**src/rtl/axi4_lite_write_manager.sv**
```systemverilog
// AXI4-Lite write subordinate: buffers one AW and one W beat, pulses register_write_o, then returns B.
// Latency: last AW/W handshake at E -> write strobe E+1 -> BVALID E+2; AW/W stall until the B handshake.
module axi4_lite_write_manager #(
  parameter int ADDRESS_SIZE = 32,
  parameter int DATA_SIZE    = 32,
  parameter int REGISTERS    = 1
) (
  input  logic                      clk_i,
  input  logic                      rst_clk_ni,
  input  logic [ADDRESS_SIZE-1:0]   write_address_i,
  input  logic                      write_address_valid_i,
  output logic                      write_address_ready_o,
  input  logic [DATA_SIZE-1:0]      write_data_i,
  input  logic [DATA_SIZE/8-1:0]    write_strobe_i,
  input  logic                      write_data_valid_i,
  output logic                      write_data_ready_o,
  output logic [1:0]                write_response_o,
  output logic                      write_response_valid_o,
  input  logic                      write_response_ready_i,
  output logic [ADDRESS_SIZE-1:0]   register_address_o,
  output logic [DATA_SIZE-1:0]      register_data_o,
  output logic [DATA_SIZE/8-1:0]    register_strobe_o,
  output logic                      register_write_o
);

  localparam int STRB_W = DATA_SIZE / 8;
  localparam int OFFSET = $clog2(STRB_W);
  localparam logic [ADDRESS_SIZE-1:0] REG_LIMIT = ADDRESS_SIZE'(REGISTERS);

  typedef enum logic [1:0] {COLLECT, WRITE, RESP} state_t;

  state_t                    state_q, state_d;
  logic                      aw_full_q, aw_full_d;
  logic                      w_full_q, w_full_d;
  logic [ADDRESS_SIZE-1:0]   aw_addr_q;
  logic [DATA_SIZE-1:0]      w_data_q;
  logic [STRB_W-1:0]         w_strb_q;
  logic                      aw_hs, w_hs;
  logic [ADDRESS_SIZE-1:0]   word_index;
  logic                      in_range;
  logic                      issue;
  logic                      b_done;
  logic                      bvalid_d;

  assign aw_hs = write_address_valid_i & write_address_ready_o;
  assign w_hs  = write_data_valid_i & write_data_ready_o;

  always_ff @(posedge clk_i or negedge rst_clk_ni) begin
    if (!rst_clk_ni) state_q <= COLLECT;
    else             state_q <= state_d;
  end

  always_comb begin
    state_d = state_q;
    case (state_q)
      COLLECT: if (aw_full_q && w_full_q) state_d = WRITE;
      WRITE:   state_d = RESP;
      RESP:    if (write_response_ready_i) state_d = COLLECT;
      default: state_d = COLLECT;
    endcase
  end

  // Buffers only ever fill in COLLECT: the READYs are low everywhere else.
  always_comb begin
    word_index = aw_addr_q >> OFFSET;
    in_range   = (word_index < REG_LIMIT);
    issue      = (state_q == COLLECT) && aw_full_q && w_full_q;
    b_done     = (state_q == RESP) && write_response_ready_i;
    aw_full_d  = b_done ? 1'b0 : (aw_full_q | aw_hs);
    w_full_d   = b_done ? 1'b0 : (w_full_q | w_hs);
    bvalid_d   = write_response_valid_o;
    if (state_q == WRITE) bvalid_d = 1'b1;
    else if (b_done)      bvalid_d = 1'b0;
  end

  always_ff @(posedge clk_i or negedge rst_clk_ni) begin
    if (!rst_clk_ni) begin
      aw_full_q              <= 1'b0;
      w_full_q               <= 1'b0;
      aw_addr_q              <= '0;
      w_data_q               <= '0;
      w_strb_q               <= '0;
      write_address_ready_o  <= 1'b0;
      write_data_ready_o     <= 1'b0;
      write_response_o       <= 2'b00;
      write_response_valid_o <= 1'b0;
      register_address_o     <= '0;
      register_data_o        <= '0;
      register_strobe_o      <= '0;
      register_write_o       <= 1'b0;
    end else begin
      aw_full_q              <= aw_full_d;
      w_full_q               <= w_full_d;
      write_address_ready_o  <= !aw_full_d;
      write_data_ready_o     <= !w_full_d;
      write_response_valid_o <= bvalid_d;
      register_write_o       <= issue && in_range;
      if (aw_hs) aw_addr_q <= write_address_i;
      if (w_hs) begin
        w_data_q <= write_data_i;
        w_strb_q <= write_strobe_i;
      end
      if (issue) begin
        register_address_o <= word_index;
        register_data_o    <= w_data_q;
        register_strobe_o  <= w_strb_q;
        write_response_o   <= in_range ? 2'b00 : 2'b10;
      end
    end
  end

endmodule

```
**config.mk**
```make
export PLATFORM = sky130hd
export DESIGN_NAME = axi4_lite_write_manager
export DESIGN_NICKNAME = d
export VERILOG_FILES = /design/src/rtl/axi4_lite_write_manager.sv
export SDC_FILE = /design/constraint.sdc
export NUM_CORES = 1
export LEC_CHECK = 0
export CAP_MARGIN = 25
export CELL_PAD_IN_SITES_DETAIL_PLACEMENT = 0
export CELL_PAD_IN_SITES_GLOBAL_PLACEMENT = 2
export CORE_MARGIN = 10
export CORE_UTILIZATION = 36
export DETAILED_ROUTE_END_ITERATION = 10
export GPL_TIMING_DRIVEN = 0
export PLACE_DENSITY_LB_ADDON = 0.1
export SLEW_MARGIN = 0
export SYNTH_ARGS = -nofsm -noshare
export SYNTH_HDL_FRONTEND = slang
export SYNTH_SLANG_ARGS = --single-unit
```
**constraint.sdc**
```tcl
create_clock -name clk_i -period 2.4 [get_ports clk_i]
set_input_delay 0.48 -clock clk_i [delete_from_list [all_inputs] [get_ports clk_i]]
set_output_delay 0.48 -clock clk_i [all_outputs]
set_load 0.01 [all_outputs]
```
==> flow_results.xml <==
<?xml version="1.0" encoding="UTF-8"?>
<metrics>
  <group name="die">
    <metric name="chipHeight" unit="µm">142</metric>
    <metric name="coreArea" unit="mm²">0.0145</metric>
    <metric name="placement_rows" unit="">44</metric>
    <metric name="die_area" unit="mm²">0.0201</metric>
    <metric name="floorplan.io_pins" unit="">147</metric>
    <metric name="die_width" unit="µm">142</metric>
    <metric name="floorplan.initialDensity" unit="%">36.7</metric>
  </group>
  <group name="cells_and_area">
    <metric name="area_used_by_multi_input_combinational_logic" unit="mm²">0.00168</metric>
    <metric name="stdcell_count" unit="">680</metric>
    <metric name="final_design_area_no_fill" unit="mm²">0.00762</metric>
    <metric name="layout-area-overhead-vs-synth" unit="%">42.9</metric>
    <metric name="antenna_diode_count" unit="">0</metric>
    <metric name="drive_above_1_share" unit="%">37.3</metric>
    <metric name="layout.filler_cells" unit="">1261</metric>
    <metric name="finish.net_count" unit="">556</metric>
    <metric name="final-seq-area" unit="mm²">0.00353</metric>
  </group>
  <group name="worst_setup_path">
    <metric name="worst_setup_path_endpoint" unit="">write_response_valid_o</metric>
    <metric name="critical_path_peak_fanout" unit="">3</metric>
    <metric name="worstPathCellList" unit="">clkdlybuf4s50_1</metric>
    <metric name="critical_path.n_buffers_inverters" unit="">1</metric>
    <metric name="rr_startpoint" unit="">state_q[0]</metric>
    <metric name="timing.reg2reg.worst_path_depth" unit="">5</metric>
    <metric name="crit_path_start_kind" unit="">flip-flop</metric>
    <metric name="timing.critical_path.to_type" unit="">output pin</metric>
    <metric name="crit_arrival" unit="ps">1350</metric>
    <metric name="r2r-end" unit="">register_data_o[0]</metric>
    <metric name="number_of_cells_on_the_critical_path" unit="">1</metric>
    <metric name="rrSetupSlack" unit="ps">760</metric>
    <metric name="timing.critical_path.max_delay_family" unit="">buffers and inverters</metric>
    <metric name="critical-path-slowest-cell" unit="">sky130_fd_sc_hd__clkdlybuf4s50_1</metric>
    <metric name="timing.critical_path.slowest_cell_delay" unit="ps">570</metric>
    <metric name="worst_setup_path_startpoint" unit="">write_response_valid_o</metric>
    <metric name="timing.setup.critical_path_class" unit="">reg -&gt; out</metric>
    <metric name="required" unit="ps">1920</metric>
  </group>
  <group name="sta">
    <metric name="final-hold-violation-count" unit="">0</metric>
    <metric name="setup_slack" unit="ps">569</metric>
    <metric name="achievable-frequency" unit="GHz">0.546</metric>
    <metric name="setup_viol" unit="">0</metric>
    <metric name="period_minus_slack" unit="ps">1830</metric>
    <metric name="tightestPinTransition" unit="ps">590</metric>
    <metric name="relative_slew_margins" unit="%">60.7</metric>
    <metric name="timing.final.crit_share" unit="%">76.3</metric>
    <metric name="setup-tns-final" unit="ps">0</metric>
    <metric name="drv_slew" unit="">0</metric>
    <metric name="skew" unit="ps">7.22</metric>
    <metric name="grt_setup_unrepaired" unit="">no</metric>
  </group>
  <group name="clocking">
    <metric name="hold_buffers" unit="">0</metric>
    <metric name="h-tree-depth" unit="">4</metric>
    <metric name="post_cts.repair.setup_buffers" unit="">0</metric>
    <metric name="cts-root-buf" unit="">sky130_fd_sc_hd__clkbuf_16</metric>
    <metric name="clk-insertion-delay-late" unit="ps">410</metric>
    <metric name="clock_sinks" unit="">141</metric>
    <metric name="tritoncts" unit="">done</metric>
    <metric name="clock_tree.buffer_depth" unit="">2</metric>
    <metric name="cts_buffers" unit="">17</metric>
    <metric name="worst_setup_hold_path_clk_slew" unit="ps">60</metric>
    <metric name="cts_resized" unit="">0</metric>
  </group>
  <group name="drt">
    <metric name="drtIter0Drc" unit="">62</metric>
    <metric name="drt-vias-per-instance" unit="">4.67</metric>
    <metric name="avg_wl_per_cell" unit="µm">18.2</metric>
    <metric name="post_route_drc_violation_count" unit="">0</metric>
    <metric name="vias" unit="">3174</metric>
    <metric name="total_wirelength" unit="mm">12.4</metric>
    <metric name="dr.pass1.iters" unit="">4</metric>
    <metric name="ant_nets" unit="">0</metric>
  </group>
  <group name="logic_synthesis">
    <metric name="synth_top_cell_by_area" unit="">sky130_fd_sc_hd__dfrtp_1</metric>
    <metric name="yosys_warnings" unit="">0</metric>
    <metric name="postSynthRegisterBits" unit="">141</metric>
    <metric name="synth.yosys.seq_area_share" unit="%">66.1</metric>
    <metric name="yosys.cell_count.top_type" unit="">sky130_fd_sc_hd__dfrtp_1</metric>
    <metric name="synthesis.area" unit="mm²">0.00534</metric>
    <metric name="synth_top_flop_cell" unit="">sky130_fd_sc_hd__dfrtp_1</metric>
    <metric name="synth_edf_count" unit="">0</metric>
    <metric name="netlist_top_cells_count" unit="">sky130_fd_sc_hd__dfrtp_1 (141), sky130_fd_sc_hd__mux2_2 (123), sky130_fd_sc_hd__buf_2 (12)</metric>
    <metric name="synth_top_cells_by_area" unit="">sky130_fd_sc_hd__dfrtp_1 (66%), sky130_fd_sc_hd__mux2_2 (26%), sky130_fd_sc_hd__mux2_4 (2.5%)</metric>
    <metric name="syn-instance-count" unit="">320</metric>
    <metric name="synth_async_sr_flop_share" unit="%">100</metric>
    <metric name="ys_types" unit="">22</metric>
    <metric name="synth_top_area_share" unit="%">66.1</metric>
    <metric name="syn-mean-instance-area" unit="µm²">16.7</metric>
  </group>
  <group name="placed_design">
    <metric name="gp_congestion" unit="">0.702</metric>
    <metric name="preCtsSetupSlack" unit="ps">293</metric>
    <metric name="placement.cell_area" unit="mm²">0.00701</metric>
    <metric name="post-place-cells" unit="">648</metric>
    <metric name="place_hpwl" unit="mm">9.06</metric>
    <metric name="numPortBuffers" unit="">141</metric>
  </group>
  <group name="status">
    <metric name="result_of_the_run" unit="">completed</metric>
  </group>
  <group name="grt">
    <metric name="grt_max_degree" unit="">81</metric>
    <metric name="grt_first_pass_wirelength" unit="mm">20.1</metric>
    <metric name="first_global_vias" unit="">3603</metric>
    <metric name="grt_use_total" unit="%">12.9</metric>
    <metric name="globalRoute.totalOverflow" unit="">0</metric>
    <metric name="antenna_found_initial" unit="">0</metric>
  </group>
  <group name="pwr">
    <metric name="pwr_density_cell" unit="mW/mm²">1460</metric>
    <metric name="max-vdd-ir-drop" unit="mV">0.596</metric>
    <metric name="power" unit="µW">11100</metric>
    <metric name="power_leakage" unit="µW">0.00319</metric>
  </group>
  <group name="min_path">
    <metric name="worst_hold_path_type" unit="">in -&gt; async</metric>
  </group>
  <group name="run">
    <metric name="maxCapViolCount" unit="">0</metric>
  </group>
</metrics>
## routing by layer
metal / up-vias / share of wire, % / GRT usage [%]
met2: 89 / 47 / 19.8
met5: - / 0 / 0
met4: 0 / 1.1 / 3.55
met3: 11 / 9.6 / 6.94
met1: 1614 / 42 / 15.4
li1: 1460 / - / -
## area by class of cell
| cell class | count | share of cell area [%] |
|---|---|---|
| Buffer | 19 | 1.58 |
| Clock buffer | 18 | 5.76 |
| Timing Repair Buffer | 142 | 18.9 |
| Multi-Input combinational cell | 158 | 22.0 |
| Tap cell | 184 | 3.02 |
| Inverter | 4 | 0.197 |
| Clock inverter | 14 | 2.23 |
| Sequential cell | 141 | 46.3 |
## cells by family after synthesis
family / Yosys count / share of synthesized area, %
flops: 141 / 66.1
mux: 133 / 28.7
buf+inv: 23 / 2.53
simple gates: 17 / 2.02
compound gates: 5 / 0.586
other cells: 1 / 0.0703
## flip-flops by register name (all words and copies together), names as in the netlist
register and cells:
write_data_ready_o 1, write_address_ready_o 1, aw_addr_q 30, state_q 2, register_data_o 32, w_full_q 1
register_write_o 1, write_response_valid_o 1, write_response_o 1, w_strb_q 4, register_address_o 30, aw_full_q 1
register_strobe_o 4, w_data_q 32
## metrics by stage
step                      hold WS, ps  utilization, %
after floorplan                   184               -
after CTS                        56.1            52.5
after global placement            452            48.1
final                            39.5            52.5
after global routing             69.5            52.5
after detailed placement          471            48.3
## worst min-delay path by stage
| stage | from | end | slack (ps) |
|---|---|---|---|
| after floorplan | rst_clk_ni | aw_addr_q[10] | 180 |
| after CTS | rst_clk_ni | w_data_q[5] | 60 |
| final | rst_clk_ni | w_data_q[5] | 40 |
| after global routing | rst_clk_ni | w_data_q[5] | 70 |
| after global placement | aw_full_q | write_address_ready_o | 450 |
| after detailed placement | w_full_q | write_data_ready_o | 470 |
## power breakdown
part | internal, µW | total [µW] | switching [µW]
Sequential | 3620 | 4290 | 676
Clock | 1660 | 2650 | 995
Combinational | 2670 | 4180 | 1510
## cells in the final DEF (no fill, tap or decap), types with 2 or more instances in the layout
cell type                         Yosys  layout
sky130_fd_sc_hd__buf_4                3       3
sky130_fd_sc_hd__nor4_1               7       7
sky130_fd_sc_hd__o22ai_1              2       2
sky130_fd_sc_hd__a21oi_1              2       2
sky130_fd_sc_hd__clkinv_4             0       2
sky130_fd_sc_hd__dfrtp_1            141     141
sky130_fd_sc_hd__clkinvlp_4           0       7
sky130_fd_sc_hd__conb_1               1       3
sky130_fd_sc_hd__clkinv_2             0       2
sky130_fd_sc_hd__buf_6                3       4
sky130_fd_sc_hd__inv_1                4       4
sky130_fd_sc_hd__and2_1               2       2
sky130_fd_sc_hd__mux2_2             123     123
sky130_fd_sc_hd__buf_2               12      12
sky130_fd_sc_hd__nand4_1              2       2
sky130_fd_sc_hd__bufinv_16            0       3
sky130_fd_sc_hd__clkdlybuf4s50_1      0     140
sky130_fd_sc_hd__clkbuf_16            0      17
sky130_fd_sc_hd__mux2_4               9       9
## worst register-to-register path: cells and delay by family (launching register included)
family                 cells  cell delay, ps
and+or+nand+nor            1             290
DFF                        1             430
muxes                      1             320
buffers and inverters      3             490
Note: power is estimated with default switching activity, not from simulation.
